**src/rtl/reorder_buffer.sv**
```systemverilog
// In-order retirement buffer: hands out tags 1..7, collects ALU/memory
// broadcasts, answers operand queries and retires one entry per cycle.
module reorder_buffer (
  input  logic        clk,
  input  logic        rst,
  input  logic        pause,
  input  logic        alloc_valid,
  input  logic [4:0]  alloc_rd,
  input  logic        alloc_is_store,
  output logic [2:0]  alloc_tag,
  output logic        rob_full,
  input  logic [2:0]  alu_des_in,
  input  logic [31:0] alu_data,
  input  logic        alu_mispredict,
  input  logic [31:0] alu_target,
  input  logic [2:0]  memory_des_in,
  input  logic [31:0] memory_data,
  input  logic [2:0]  query1,
  input  logic [2:0]  query2,
  output logic        q1_ready,
  output logic        q2_ready,
  output logic [31:0] q1_value,
  output logic [31:0] q2_value,
  output logic        commit_valid,
  output logic [2:0]  commit_tag,
  output logic [4:0]  commit_rd,
  output logic [31:0] commit_data,
  output logic        commit_is_store,
  output logic        flush_valid,
  output logic [31:0] flush_pc
);

  localparam int DEPTH = 7;

  logic [7:0]  busy_q, busy_d, ready_q, ready_d;
  logic [7:0]  mis_q, mis_d, st_q, st_d;
  logic [4:0]  rd_q  [8];
  logic [4:0]  rd_d  [8];
  logic [31:0] val_q [8];
  logic [31:0] val_d [8];
  logic [31:0] tgt_q [8];
  logic [31:0] tgt_d [8];
  logic [2:0]  head_q, head_d, tail_q, tail_d;
  logic [2:0]  count_q, count_d;

  logic        cv_q, cv_d, cst_q, cst_d, fv_q, fv_d;
  logic [2:0]  ctag_q, ctag_d;
  logic [4:0]  crd_q, crd_d;
  logic [31:0] cdata_q, cdata_d, fpc_q, fpc_d;

  logic do_commit, do_flush, do_alloc;

  function automatic logic [2:0] next_ptr(input logic [2:0] p);
    return (p == 3'(DEPTH)) ? 3'd1 : p + 3'd1;
  endfunction

  // Bypass order: ALU broadcast, then memory broadcast, then stored value
  function automatic logic [32:0] lookup(input logic [2:0] t);
    if (t == 3'd0)
      return {1'b1, 32'd0};
    else if (alu_des_in == t)
      return {1'b1, alu_data};
    else if (memory_des_in == t)
      return {1'b1, memory_data};
    else if (ready_q[t])
      return {1'b1, val_q[t]};
    else
      return 33'd0;
  endfunction

  assign rob_full  = (count_q == 3'(DEPTH));
  assign alloc_tag = tail_q;

  always_comb begin
    {q1_ready, q1_value} = lookup(query1);
    {q2_ready, q2_value} = lookup(query2);
  end

  always_comb begin
    busy_d  = busy_q;
    ready_d = ready_q;
    mis_d   = mis_q;
    st_d    = st_q;
    rd_d    = rd_q;
    val_d   = val_q;
    tgt_d   = tgt_q;
    head_d  = head_q;
    tail_d  = tail_q;
    count_d = count_q;
    cv_d    = 1'b0;
    cst_d   = 1'b0;
    fv_d    = 1'b0;
    ctag_d  = ctag_q;
    crd_d   = crd_q;
    cdata_d = cdata_q;
    fpc_d   = fpc_q;

    do_commit = !pause && busy_q[head_q] && ready_q[head_q];
    do_flush  = do_commit && mis_q[head_q];
    do_alloc  = alloc_valid && !rob_full && !pause && !do_flush;

    if (!pause) begin
      if (memory_des_in != 3'd0 && busy_q[memory_des_in]) begin
        ready_d[memory_des_in] = 1'b1;
        val_d[memory_des_in]   = memory_data;
      end
      if (alu_des_in != 3'd0 && busy_q[alu_des_in]) begin
        ready_d[alu_des_in] = 1'b1;
        val_d[alu_des_in]   = alu_data;
        mis_d[alu_des_in]   = alu_mispredict;
        tgt_d[alu_des_in]   = alu_target;
      end
    end

    if (do_commit) begin
      cv_d    = 1'b1;
      cst_d   = st_q[head_q];
      ctag_d  = head_q;
      crd_d   = st_q[head_q] ? 5'd0 : rd_q[head_q];
      cdata_d = val_q[head_q];
      busy_d[head_q]  = 1'b0;
      ready_d[head_q] = 1'b0;
      mis_d[head_q]   = 1'b0;
      head_d = next_ptr(head_q);
    end

    if (do_alloc) begin
      busy_d[tail_q]  = 1'b1;
      ready_d[tail_q] = 1'b0;
      mis_d[tail_q]   = 1'b0;
      st_d[tail_q]    = alloc_is_store;
      rd_d[tail_q]    = alloc_rd;
      tail_d = next_ptr(tail_q);
    end

    unique case ({do_alloc, do_commit})
      2'b10:   count_d = count_q + 3'd1;
      2'b01:   count_d = count_q - 3'd1;
      default: count_d = count_q;
    endcase

    if (do_flush) begin
      fv_d    = 1'b1;
      fpc_d   = tgt_q[head_q];
      busy_d  = '0;
      ready_d = '0;
      mis_d   = '0;
      head_d  = 3'd1;
      tail_d  = 3'd1;
      count_d = 3'd0;
    end
  end

  always_ff @(posedge clk) begin
    if (!rst) begin
      busy_q  <= '0;
      ready_q <= '0;
      mis_q   <= '0;
      st_q    <= '0;
      rd_q    <= '{default: '0};
      val_q   <= '{default: '0};
      tgt_q   <= '{default: '0};
      head_q  <= 3'd1;
      tail_q  <= 3'd1;
      count_q <= 3'd0;
      cv_q    <= 1'b0;
      cst_q   <= 1'b0;
      fv_q    <= 1'b0;
      ctag_q  <= 3'd0;
      crd_q   <= 5'd0;
      cdata_q <= 32'd0;
      fpc_q   <= 32'd0;
    end else begin
      busy_q  <= busy_d;
      ready_q <= ready_d;
      mis_q   <= mis_d;
      st_q    <= st_d;
      rd_q    <= rd_d;
      val_q   <= val_d;
      tgt_q   <= tgt_d;
      head_q  <= head_d;
      tail_q  <= tail_d;
      count_q <= count_d;
      cv_q    <= cv_d;
      cst_q   <= cst_d;
      fv_q    <= fv_d;
      ctag_q  <= ctag_d;
      crd_q   <= crd_d;
      cdata_q <= cdata_d;
      fpc_q   <= fpc_d;
    end
  end

  assign commit_valid    = cv_q;
  assign commit_tag      = ctag_q;
  assign commit_rd       = crd_q;
  assign commit_data     = cdata_q;
  assign commit_is_store = cst_q;
  assign flush_valid     = fv_q;
  assign flush_pc        = fpc_q;

endmodule

```
**config.mk**
```make
export PLATFORM = sky130hd
export DESIGN_NAME = reorder_buffer
export DESIGN_NICKNAME = d
export VERILOG_FILES = /design/src/rtl/reorder_buffer.sv
export SDC_FILE = /design/constraint.sdc
export NUM_CORES = 2
export LEC_CHECK = 0
export BUFFER_PORTS_ARGS = -buffer_cell sky130_fd_sc_hd__buf_2
export CORE_ASPECT_RATIO = 1.5
export CORE_MARGIN = 2
export CORE_UTILIZATION = 40
export CTS_CLUSTER_SIZE = 8
export DETAILED_ROUTE_END_ITERATION = 7
export SYNTH_ARGS = -nofsm -noshare
export SYNTH_HDL_FRONTEND = slang
export SYNTH_SLANG_ARGS = --single-unit
export TNS_END_PERCENT = 50
```
**constraint.sdc**
```tcl
create_clock -name clk -period 6 [get_ports clk]
set_input_delay 0.3 -clock clk [delete_from_list [all_inputs] [get_ports clk]]
set_output_delay 0.3 -clock clk [all_outputs]
set_load 0.02 [all_outputs]
```
==> impl_metrics.csv <==
group,metric,value,unit
sta,setup-tns-final,0,ns
floorplanning,ioPinCount,264,
clock_network,clk_pin_slew,0.05,ns
sta,maxSlewHeadroom,20.57,%
synthesis,yosysWarnings,0,
global_routing,grt_pass1_vias,32077,
clock_network,ctsResizeCount,0,
drt,first_iter_violations,2850,
worst_hold_path,hp-class,"input port to flop",
critical_path,cp_slowest_cell,"dfxtp_4",
synthesis,synthesis.area,0.03557,mm2
critical_path,cp.arrival,4.50,ns
place,gp_congestion,0.8179,
critical_path,r2r_cells,8,
sta,rsz0062_at_grt,"false",
power,report.power.total,10.12,mW
floorplanning,start_util,40.18,%
status,status,"completed",
place,port_buffers,263,
critical_path,rr_endpoint,"flush_pc[8]$_SDFFE_PN0P_",
floorplanning,die_x,247.5,um
global_routing,antenna_found_initial,12,
global_routing,grtUsageTotal,28.77,%
drt,routedWlPerCell,24.97,um
floorplanning,die_h,369.2,um
critical_path,endpoint_kind,"flop",
critical_path,rr_startpoint,"head_q[0]$_SDFFE_PP1N_",
clock_network,htree_levels,3,
sta,worst_pin_slew,1.189,ns
drt,drt_pass1_iterations,6,
synthesis,synth_nets,4313,
clock_network,cts_root_buffer,"clkbuf_16",
drt,wl,134.4,mm
synthesis,synth_area_per_cell,8.494,um2
floorplanning,core_area,0.08852,mm2
synthesis,synth_edf_count,0,
clock_network,numCtsBuffers,93,
synthesis,yosysUniqueCellTypes,62,
worst_hold_path,hold_depth,3,
place,post-place-ws,2.050,ns
place,placed_area,0.03725,mm2
critical_path,startpoint,"head_q[0]$_SDFFE_PP1N_",
floorplanning,die_area,0.09138,mm2
sta,finalCriticalPeriod,3.986,ns
sta,maxSlewViolCount,0,
finish,nets,4338,
sta,finClkSkew,0.02664,ns
finish,drive_gt1_share,20.01,%
drt,vias,32859,
synthesis,synth-seq-cells,668,
worst_hold_path,holdCritStartpoint,"memory_data[27]",
synthesis,async_flop_share,0,%
synthesis,synth_ff_type,"dfxtp_1",
clock_network,clk_path_buf_depth,3,
drt,viasPerCell,6.105,
clock_network,cts.sinks,668,
sta,finalSetupViolCount,0,
drt,drc,0,
power,powerDensity,251.0,mW/mm2
critical_path,path_max_fanout,54,
finish,area_growth,13.36,%
place,dpl.hpwl,75.94,mm
critical_path,crit_path_start_kind,"flop",
clock_network,clock_latency,0.67,ns
clock_network,cts_tree,"done",
critical_path,path_cells,"buf_4, mux2i_1, a22oi_2, o221ai_4, nor3_4, buf_4, mux2i_1, nor2_1",
finish,final_cells,5382,
place,dp.cells,5217,
critical_path,slowest_delay,0.76,ns
finish,filler_cell_count,8643,
flow_run,max_cap_viol_count,0,
worst_hold_path,hold_end,"val_q[219]$_SDFFE_PN0N_",
critical_path,critical_path_class,"flop to flop",
drt,antenna_left,0,
sta,timing.fmax,250.9,MHz
synthesis,seq_area_frac_synth,37.59,%
clock_network,post-cts-setup-buffers,0,
sta,final_min_period_over_clock_period,66.44,%
sta,hold_viol,0,
global_routing,grt_max_degree,173,
critical_path,cp.required,6.52,ns
global_routing,overflow,0,
sta,setup_ws,2.014,ns
floorplanning,rows,134,
power,p_leak,14.23,nW
synthesis,netlist_instances,4188,
power,ir_worst_vdd,219.6,uV
critical_path,rrSetupSlack,2.01,ns
global_routing,grt_pass1_wl,200.6,mm
finish,design_area,0.04032,mm2
critical path, delay by kind of cell (launching register included):
| family | cells | cell delay (ns) |
|---|---|---|
| buf+inv | 2 | 1.46 |
| flops | 1 | 0.76 |
| compound gates | 2 | 0.52 |
| simple gates | 2 | 0.52 |
| mux | 2 | 0.45 |
per-stage QoR:
stage          util (%)  hold slack (ns)
4_1_cts           45.54         0.004250
3_3_place_gp      42.08           0.4382
5_1_grt           45.55          0.02684
2_1_floorplan         -           0.4249
6_report          45.55          0.02430
3_5_place_dp      42.08           0.4430
what timing repair did:
action | 4_1_cts | 5_1_grt
endpoints found under the hold margin | 249 | 0
setup endpoints to repair | 0 | 0
hold buffers | 57 | 0
logic make-up (layout without fill, tap and decap cells):
logic type	after synthesis	after routing	share of synthesized area, %
AOI/OAI and AO/OA	1026	1026	17.96
xor gates and xnor gates	15	15	0.3693
adders and majority gates	6	6	0.2321
buffers and inverters	469	504	5.339
DFF	668	668	37.59
muxes	440	440	20.35
other	0	3	0
and+or+nand+nor	1564	1564	18.16
registers in the layout, indices dropped and copies added (netlist names), 8 cells and up:
signal / cells
ready_q: 8
st_q: 8
tgt_q: 256
flush_pc: 32
val_q: 256
busy_q: 8
mis_q: 8
commit_data: 32
rd_q: 40
placed cells by master, fill, tap and decap left out, drive strengths merged, types with 65 or more instances in the layout:
master	n
o21ai	82
mux2i	172
nor3	97
clkbuf	97
mux4	222
dfxtp	668
o22ai	142
and2	66
buf	335
o221a	65
nor2	691
a21oi	543
nand2	622
synthesized netlist by cell type, drive strengths merged, types with 2 or more instances:
cell type | number | share of area, %
a211oi | 41 | 1.2
a21oi | 543 | 7.6
a221o | 2 | 0.056
a221oi | 18 | 0.44
a22o | 4 | 0.098
a22oi | 29 | 0.63
a2bb2oi | 3 | 0.074
a31oi | 38 | 0.67
and2 | 66 | 1.2
and3 | 4 | 0.070
buf | 143 | 1.9
clkbuf | 319 | 3.4
dfxtp | 668 | 38
ha | 5 | 0.18
inv | 6 | 0.063
mux2 | 46 | 1.5
mux2i | 172 | 4.8
mux4 | 222 | 14
nand2 | 622 | 6.6
nand2b | 17 | 0.30
nand3 | 19 | 0.27
nand3b | 7 | 0.15
nand4 | 3 | 0.053
nand4b | 2 | 0.049
nor2 | 691 | 7.3
nor2b | 8 | 0.14
nor3 | 97 | 1.4
nor3b | 3 | 0.063
nor4 | 10 | 0.30
o211ai | 15 | 0.33
o21a | 4 | 0.084
o21ai | 82 | 1.2
o221a | 65 | 2.1
o221ai | 34 | 0.89
o22ai | 142 | 2.5
o2bb2ai | 3 | 0.074
or2 | 6 | 0.11
or3 | 3 | 0.053
or3b | 2 | 0.056
or4 | 3 | 0.063
xnor2 | 8 | 0.20
xor2 | 7 | 0.17
how the worst max path moves through the flow:
stage / endpoint / cells past startpoint
floorplan: count_q[2]$_SDFFE_PP0P_ / 16
global placement: flush_pc[16]$_SDFFE_PN0P_ / 8
global route: flush_pc[5]$_SDFFE_PN0P_ / 8
finish: flush_pc[8]$_SDFFE_PN0P_ / 8
detailed placement: flush_pc[8]$_SDFFE_PN0P_ / 8
CTS: flush_pc[16]$_SDFFE_PN0P_ / 8
power breakdown:
group / switching, mW / internal [mW] / leakage [nW]
clock network: 2.05 / 2.76 / 1.22
registers: 0.0301 / 4.47 / 5.39
logic: 0.561 / 0.257 / 7.62
total: 2.64 / 7.48 / 14.2
routing by layer:
layer / share of wire (%) / vias to the layer above / routed length [um] / global-route usage [%]
met1: 38 / 15914 / 51140 / 34.34
met5: 0.082 / - / 110 / 0
met2: 49 / 1618 / 65910 / 49.60
met4: 4.5 / 18 / 6016 / 13.30
met3: 8.3 / 394 / 11200 / 5.476
li1: - / 14915 / - / -
cell type report:
type                    count  area, um2  area share (%)
well taps                1156       1446           3.587
diodes                      3      7.507         0.01862
clock inverters             8      153.9          0.3817
inverters                   7      35.03         0.08688
clock buffers              97       2342           5.809
repair buffers            392       2475           6.138
multi-input cells        3051      20480           50.79
flip-flops and latches    668      13380           33.19
Note: power is estimated with default switching activity, not from simulation.
